<file path="config.mk">
export PLATFORM = sky130hd
export DESIGN_NAME = hilo_unit_flat
export DESIGN_NICKNAME = d
export VERILOG_FILES = /design/src/rtl/muldiv_pkg.sv /design/src/rtl/hilo_unit_if.sv /design/src/rtl/muldiv_watchdog.sv /design/src/rtl/hilo_unit.sv /design/src/flat_wrapper.sv
export SDC_FILE = /design/constraint.sdc
export NUM_CORES = 1
export LEC_CHECK = 0
export CORE_AREA = 3 3 92 94
export CTS_BUF_LIST = sky130_fd_sc_hd__clkbuf_4 sky130_fd_sc_hd__clkbuf_8 sky130_fd_sc_hd__clkbuf_16
export DETAILED_ROUTE_END_ITERATION = 7
export DIE_AREA = 0 0 95 97
export DONT_BUFFER_PORTS = 1
export GPL_TIMING_DRIVEN = 0
export PLACE_DENSITY = 0.68
export SYNTH_ARGS = -nofsm -noshare
export SYNTH_HDL_FRONTEND = slang
export SYNTH_SLANG_ARGS = --single-unit
</file>
<file path="constraint.sdc">
create_clock -name Clock -period 2.6 [get_ports Clock]
set_input_delay 0.26 -clock Clock [delete_from_list [all_inputs] [get_ports Clock]]
set_output_delay 0.26 -clock Clock [all_outputs]
set_load 0.03 [all_outputs]
</file>
<file path="src/rtl/muldiv_pkg.sv">
// Shared types and defaults for the HI/LO sequencer and its watchdog.
package muldiv_pkg;

  localparam int WIDTH_DEF   = 32;
  localparam int TIMEOUT_DEF = 64;

  typedef enum logic [2:0] {
    IDLE    = 3'd0,
    D_START = 3'd1,
    D_WAIT  = 3'd2,
    M_START = 3'd3,
    M_WAIT  = 3'd4
  } state_t;

endpackage

</file>
<file path="src/rtl/hilo_unit_if.sv">
// Bundle between control unit / mult-div engines and the HI/LO sequencer.
interface hilo_unit_if #(
  parameter int WIDTH = 32
);
  logic             DivReq;
  logic             MultReq;
  logic             HiWrite;
  logic             LoWrite;
  logic [WIDTH-1:0] RegIn;
  logic             ClearFlags;
  logic             DtoC;
  logic             DivZero;
  logic [WIDTH-1:0] DivHigh;
  logic [WIDTH-1:0] DivLow;
  logic             MtoC;
  logic [WIDTH-1:0] MultHigh;
  logic [WIDTH-1:0] MultLow;
  logic             CtoD;
  logic             CtoM;
  logic             Busy;
  logic [WIDTH-1:0] HiOut;
  logic [WIDTH-1:0] LoOut;
  logic             DivZeroFlag;
  logic             TimeoutFlag;

  modport master (
    output DivReq, MultReq, HiWrite, LoWrite, RegIn,
    output ClearFlags, DtoC, DivZero, DivHigh, DivLow,
    output MtoC, MultHigh, MultLow,
    input  CtoD, CtoM, Busy, HiOut, LoOut,
    input  DivZeroFlag, TimeoutFlag
  );

  modport slave (
    input  DivReq, MultReq, HiWrite, LoWrite, RegIn,
    input  ClearFlags, DtoC, DivZero, DivHigh, DivLow,
    input  MtoC, MultHigh, MultLow,
    output CtoD, CtoM, Busy, HiOut, LoOut,
    output DivZeroFlag, TimeoutFlag
  );
endinterface

</file>
<file path="src/rtl/muldiv_watchdog.sv">
// WAIT-state cycle counter; expire is high on the last allowed WAIT cycle.
module muldiv_watchdog #(
  parameter int TIMEOUT = 64
) (
  input  logic Clock,
  input  logic Reset,
  input  logic clear,
  input  logic active,
  output logic expire
);

  localparam int CW = (TIMEOUT > 2) ? $clog2(TIMEOUT) : 1;

  logic [CW-1:0] count;

  always_ff @(posedge Clock or posedge Reset) begin
    if (Reset) begin
      count <= '0;
    end else if (clear) begin
      count <= '0;
    end else if (active) begin
      count <= count + 1'b1;
    end
  end

  assign expire = active && (count == CW'(TIMEOUT - 1));

endmodule

</file>
<file path="src/rtl/hilo_unit.sv">
// HI/LO register pair and mult/div sequencer.
// Optional WAIT watchdog enabled by defining MULDIV_WATCHDOG_EN.
module hilo_unit
  import muldiv_pkg::*;
#(
  parameter int WIDTH   = WIDTH_DEF,
  parameter int TIMEOUT = TIMEOUT_DEF
) (
  input logic        Clock,
  input logic        Reset,
  hilo_unit_if.slave bus
);

  if (TIMEOUT < 2) begin : g_timeout_chk
    $error("hilo_unit: TIMEOUT must be at least 2");
  end

  state_t           state;
  state_t           state_nxt;
  logic [WIDTH-1:0] hi;
  logic [WIDTH-1:0] lo;
  logic             dz_flag;
  logic             to_flag;
  logic             d_done;
  logic             m_done;
  logic             expire;

  assign d_done = (state == D_WAIT) && bus.DtoC;
  assign m_done = (state == M_WAIT) && bus.MtoC;

`ifdef MULDIV_WATCHDOG_EN
  logic wd_expire;

  muldiv_watchdog #(
    .TIMEOUT(TIMEOUT)
  ) u_wd (
    .Clock (Clock),
    .Reset (Reset),
    .clear ((state == D_START) || (state == M_START)),
    .active((state == D_WAIT) || (state == M_WAIT)),
    .expire(wd_expire)
  );

  // a done arriving on the last cycle still commits normally
  assign expire = wd_expire && !d_done && !m_done;

  always_ff @(posedge Clock or posedge Reset) begin
    if (Reset) begin
      to_flag <= 1'b0;
    end else if (expire) begin
      to_flag <= 1'b1;
    end else if (bus.ClearFlags) begin
      to_flag <= 1'b0;
    end
  end
`else
  assign expire  = 1'b0;
  assign to_flag = 1'b0;
`endif

  always_comb begin
    state_nxt = state;
    unique case (state)
      IDLE: begin
        if (bus.DivReq) begin
          state_nxt = D_START;
        end else if (bus.MultReq) begin
          state_nxt = M_START;
        end
      end
      D_START: state_nxt = D_WAIT;
      M_START: state_nxt = M_WAIT;
      D_WAIT: begin
        if (d_done || expire) begin
          state_nxt = IDLE;
        end
      end
      M_WAIT: begin
        if (m_done || expire) begin
          state_nxt = IDLE;
        end
      end
      default: state_nxt = IDLE;
    endcase
  end

  always_ff @(posedge Clock or posedge Reset) begin
    if (Reset) begin
      state <= IDLE;
    end else begin
      state <= state_nxt;
    end
  end

  // MTHI/MTLO only in IDLE, so they never collide with a commit
  always_ff @(posedge Clock or posedge Reset) begin
    if (Reset) begin
      hi <= '0;
      lo <= '0;
    end else if (state == IDLE) begin
      if (bus.HiWrite) begin
        hi <= bus.RegIn;
      end
      if (bus.LoWrite) begin
        lo <= bus.RegIn;
      end
    end else if (d_done && !bus.DivZero) begin
      hi <= bus.DivHigh;
      lo <= bus.DivLow;
    end else if (m_done) begin
      hi <= bus.MultHigh;
      lo <= bus.MultLow;
    end
  end

  always_ff @(posedge Clock or posedge Reset) begin
    if (Reset) begin
      dz_flag <= 1'b0;
    end else if (d_done && bus.DivZero) begin
      dz_flag <= 1'b1;
    end else if (bus.ClearFlags) begin
      dz_flag <= 1'b0;
    end
  end

  assign bus.CtoD        = (state == D_START);
  assign bus.CtoM        = (state == M_START);
  assign bus.Busy        = (state != IDLE);
  assign bus.HiOut       = hi;
  assign bus.LoOut       = lo;
  assign bus.DivZeroFlag = dz_flag;
  assign bus.TimeoutFlag = to_flag;

endmodule

</file>
<file path="src/flat_wrapper.sv">
// flat-port wrapper written by rule: the top's interface ports become plain ports
module hilo_unit_flat import muldiv_pkg::*;
#(
  parameter int WIDTH   = WIDTH_DEF,
  parameter int TIMEOUT = TIMEOUT_DEF
)
  (Clock, Reset, bus_DivReq, bus_MultReq, bus_HiWrite, bus_LoWrite, bus_RegIn, bus_ClearFlags, bus_DtoC, bus_DivZero, bus_DivHigh, bus_DivLow, bus_MtoC, bus_MultHigh, bus_MultLow, bus_CtoD, bus_CtoM, bus_Busy, bus_HiOut, bus_LoOut, bus_DivZeroFlag, bus_TimeoutFlag);
  hilo_unit_if #(.WIDTH(WIDTH)) bus_i ();
  input logic Clock;
  input logic Reset;
  input wire logic [$bits(bus_i.DivReq)-1:0] bus_DivReq;
  input wire logic [$bits(bus_i.MultReq)-1:0] bus_MultReq;
  input wire logic [$bits(bus_i.HiWrite)-1:0] bus_HiWrite;
  input wire logic [$bits(bus_i.LoWrite)-1:0] bus_LoWrite;
  input wire logic [$bits(bus_i.RegIn)-1:0] bus_RegIn;
  input wire logic [$bits(bus_i.ClearFlags)-1:0] bus_ClearFlags;
  input wire logic [$bits(bus_i.DtoC)-1:0] bus_DtoC;
  input wire logic [$bits(bus_i.DivZero)-1:0] bus_DivZero;
  input wire logic [$bits(bus_i.DivHigh)-1:0] bus_DivHigh;
  input wire logic [$bits(bus_i.DivLow)-1:0] bus_DivLow;
  input wire logic [$bits(bus_i.MtoC)-1:0] bus_MtoC;
  input wire logic [$bits(bus_i.MultHigh)-1:0] bus_MultHigh;
  input wire logic [$bits(bus_i.MultLow)-1:0] bus_MultLow;
  output wire logic [$bits(bus_i.CtoD)-1:0] bus_CtoD;
  output wire logic [$bits(bus_i.CtoM)-1:0] bus_CtoM;
  output wire logic [$bits(bus_i.Busy)-1:0] bus_Busy;
  output wire logic [$bits(bus_i.HiOut)-1:0] bus_HiOut;
  output wire logic [$bits(bus_i.LoOut)-1:0] bus_LoOut;
  output wire logic [$bits(bus_i.DivZeroFlag)-1:0] bus_DivZeroFlag;
  output wire logic [$bits(bus_i.TimeoutFlag)-1:0] bus_TimeoutFlag;
  assign bus_i.DivReq = bus_DivReq;
  assign bus_i.MultReq = bus_MultReq;
  assign bus_i.HiWrite = bus_HiWrite;
  assign bus_i.LoWrite = bus_LoWrite;
  assign bus_i.RegIn = bus_RegIn;
  assign bus_i.ClearFlags = bus_ClearFlags;
  assign bus_i.DtoC = bus_DtoC;
  assign bus_i.DivZero = bus_DivZero;
  assign bus_i.DivHigh = bus_DivHigh;
  assign bus_i.DivLow = bus_DivLow;
  assign bus_i.MtoC = bus_MtoC;
  assign bus_i.MultHigh = bus_MultHigh;
  assign bus_i.MultLow = bus_MultLow;
  assign bus_CtoD = bus_i.CtoD;
  assign bus_CtoM = bus_i.CtoM;
  assign bus_Busy = bus_i.Busy;
  assign bus_HiOut = bus_i.HiOut;
  assign bus_LoOut = bus_i.LoOut;
  assign bus_DivZeroFlag = bus_i.DivZeroFlag;
  assign bus_TimeoutFlag = bus_i.TimeoutFlag;
  hilo_unit #(.WIDTH(WIDTH), .TIMEOUT(TIMEOUT)) u_core (.Clock(Clock), .Reset(Reset), .bus(bus_i));
endmodule
</file>
==> summary.md <==
| Metric | Value |
|---|---|
| Worst skew pair latency | `0.33 ns` |
| Drt first-iter violations | `approximately 230` |
| Initial antenna violation count | `0` |
| Clock group share of total power | `0.110` |
| PnR worst setup slack | `~0.54 ns` |
| Worst Setup Path Type | `reg -> out` |
| Post-CTS Resized | `0` |
| Number of setup buffers added after CTS | `0` |
| Pleak | `0.001444 uW` |
| Crit. End Element | `primary output` |
| Residual DRC | `0` |
| Comb power frac | `0.453` |
| Max-Cap Viols | `0` |
| Hold_ws | `roughly 0.034 ns` |
| Starting Density | `0.4652` |
| Total CTS buffers | `9` |
| Pwr/cell area | `~1800 nW/um^2` |
| Startpoint types | `flop` |
| # diodes | `0` |
| GR Util All Layers | `0.2708` |
| Reg power frac | `0.437` |
| Clock Skews | `0.01045 ns` |
| Vias in the first global route | `3,423` |
| Critical path arrival | `between 1.5 and 2 ns` |
| Fin. max-slew vios | `0` |
| Die Span Y | `around 97 microns` |
| Final period utilization | `0.7907` |
| Routed length per placed instance | `25.61 microns` |
| Fmax achieved | `between 400 and 500 MHz` |
| GP Congestion | `approximately 0.8` |
| Max_slew headroom | `0.3388` |
| CTS H-tree lvls | `3` |
| Most numerous cell in the Yosys netlist | `dfrtp_1` |
| Final ANT Viol Nets | `0` |
| GRT overflow | `0` |
| Syn Std Cell Area | `approximately 3600 sq um` |
| Critical Path RT | `~2.3 ns` |
| Hold_buf cts | `1` |
| Pre-CTS WS | `roughly 0.63 ns` |
| Post-synth EDFFs | `0` |
| Port-buffer cells | `0` |
| Die width | `~95 microns` |
| Top_reg_cell synth | `dfrtp_1` |
| Synthesized flop and latch total | `68` |
| CTS Root Cell | `clkbuf_8` |
| Post-synth ARST share | `1.000` |
| Filler Cell Count | `around 770` |
| Final number of hold-violating endpoints | `0` |
| Switch share | `0.5433` |
| Post-synth top area share | `0.4734` |
| Vias/cell | `6.916` |
| Largest net degree at the start of global routing | `between 60 and 70` |
| Via Count | `3,368` |
| Area contributors post-synth | `dfrtp_1 (47%), o221ai_1 (16%), a31oi_1 (11%), a21oi_1 (9.0%), nand2_1 (3.7%)` |
| Clk slew on worst S/H paths | `roughly 0.070 ns` |
| Layout Nets | `around 550` |
| Post-synth top cells | `dfrtp_1 (68), a21oi_1 (65), o221ai_1 (64)` |
| Share of layout cells above drive strength 1 | `0.1532` |
| Worst IR Drop VDD | `~750 uV` |
| Final wirelength | `about 12 mm` |
| I/O pin count | `between 200 and 250` |
| Register area share after synthesis | `0.4734` |
| Synthesis warning total | `0` |
| Synth area leader | `dfrtp_1` |
| DP Wirelength | `roughly 9.3 mm` |
| Clk buf depth | `2` |
| Area grow syn2layout | `8.458%` |
| Post-route minimum period | `2.056 ns` |
| Slew @ Worst Pin | `~0.99 ns` |
| Die ar. | `9215 sq um` |
| First-pass GRT wire length | `18.92 mm` |
| Core ar. | `between 7000 and 8000 sq um` |
| Avg Inst Size Synth | `between 9 and 10 sq um` |
| CTS tree | `done` |
| Post-Syn Instances | `between 300 and 400` |
| Power Internal | `3173 uW` |
| Hold crit path type | `in -> reg` |
| # setup viols final | `0` |
| Library cells used by synthesis | `26` |
| Status | `complete, no violations` |
| NetSw | `about 3800 uW` |
| RSZ-0062 raised after global routing | `false` |
| Core Rows | `32` |
| Clock Sinks | `between 60 and 70` |
| Syn Nets | `approximately 540` |
| DR pass1 iterations | `4` |
| Crit-path max FO | `10` |
## flip-flops by register name (all words and copies together), names as in the netlist
register                count
u_core.state                3
u_core.bus.DivZeroFlag      1
u_core.bus.LoOut           32
u_core.bus.HiOut           32
## area by class of cell
type / count / area [sq um] / area share
inverters: 4 / 17.52 / 0.004493
multi-input cells: 249 / 1573 / 0.4034
well taps: 102 / 127.6 / 0.03273
flip-flops and latches: 68 / 1702 / 0.4365
repair buffers: 1 / 10.01 / 0.002567
clock inverters: 2 / 12.51 / 0.003209
plain buffers: 50 / 305.3 / 0.07831
clock buffers: 11 / 151.4 / 0.03883
## layer usage
layer  part of all wire  track usage  wire length (microns)
met5                  0            0                      0
met4              0.015      0.07991                    189
met3              0.086      0.06532                   1067
met2               0.50       0.4371                   6254
met1               0.40       0.3581                   4959
## power by group through the flow
stage	clock network, uW	registers, uW	logic [uW]
floorplan	0	2900	2390
global route	836	3100	3520
detailed placement	0	3060	3150
CTS	786	3050	3150
finish	761	3040	3150
global placement	0	3050	3080
## stage by stage
stage | cells | instance area (sq um) | utilization | total power [uW] | setup TNS [ns]
final | 487 | 3899 | 0.5045 | 6946 | 0
after global placement | 473 | 3722 | 0.4817 | 6124 | -8.227
after CTS | 487 | 3899 | 0.5045 | 6984 | 0
after global routing | 487 | 3899 | 0.5045 | 7449 | 0
after floorplan | 371 | 3595 | - | 5293 | 0
after detailed placement | 473 | 3725 | 0.4820 | 6209 | 0
## placed cells by master, fill, tap and decap left out, types with 2 or more instances in the layout
cell type  instances
a31oi_2            2
nand2b_1           2
or3_1              2
nor2_1             5
clkbuf_8          11
buf_2             25
a21oi_1           65
clkbuf_1          11
inv_1              3
dfrtp_1           68
buf_6              9
buf_4              5
o221ai_1          64
nand2_1           35
a31oi_1           62
## worst paths after layout
path | endpoint | depth (start not counted) | start | slack [ns]
max | bus_Busy | 4 | u_core.state[1]$_DFFE_PP0P_ | 0.54
min | u_core.bus.DivZeroFlag$_DFFE_PP0P_ | 1 | bus_ClearFlags | 0.03
max reg2reg | u_core.bus.LoOut[30]$_DFFE_PP0P_ | 5 | u_core.state[0]$_DFFE_PP0P_ | 0.62
min reg2reg | u_core.state[1]$_DFFE_PP0P_ | 2 | u_core.state[2]$_DFFE_PP0P_ | 0.63
max in group asynchronous | u_core.bus.LoOut[29]$_DFFE_PP0P_ | 2 | Reset | 1.43
min in group asynchronous | u_core.bus.HiOut[5]$_DFFE_PP0P_ | 2 | Reset | 0.58
## cells by family (layout without fill, tap and decap cells)
logic type             Yosys count  in the layout  share of synthesized area
AO/OA/AOI/OAI                  197            197                     0.3693
flip-flops                      68             68                     0.4734
buffers and inverters           54             68                    0.08911
AND/OR/NAND/NOR                 51             51                    0.06718
other                            1              1                   0.001043
## critical path, cell delays in order, from the launching register on
cell      delay, ns
dfrtp_1        0.38
buf_6          0.13
nor3_2         0.40
inv_1          0.15
clkbuf_1       0.40
Note: power is estimated with default switching activity, not from simulation.
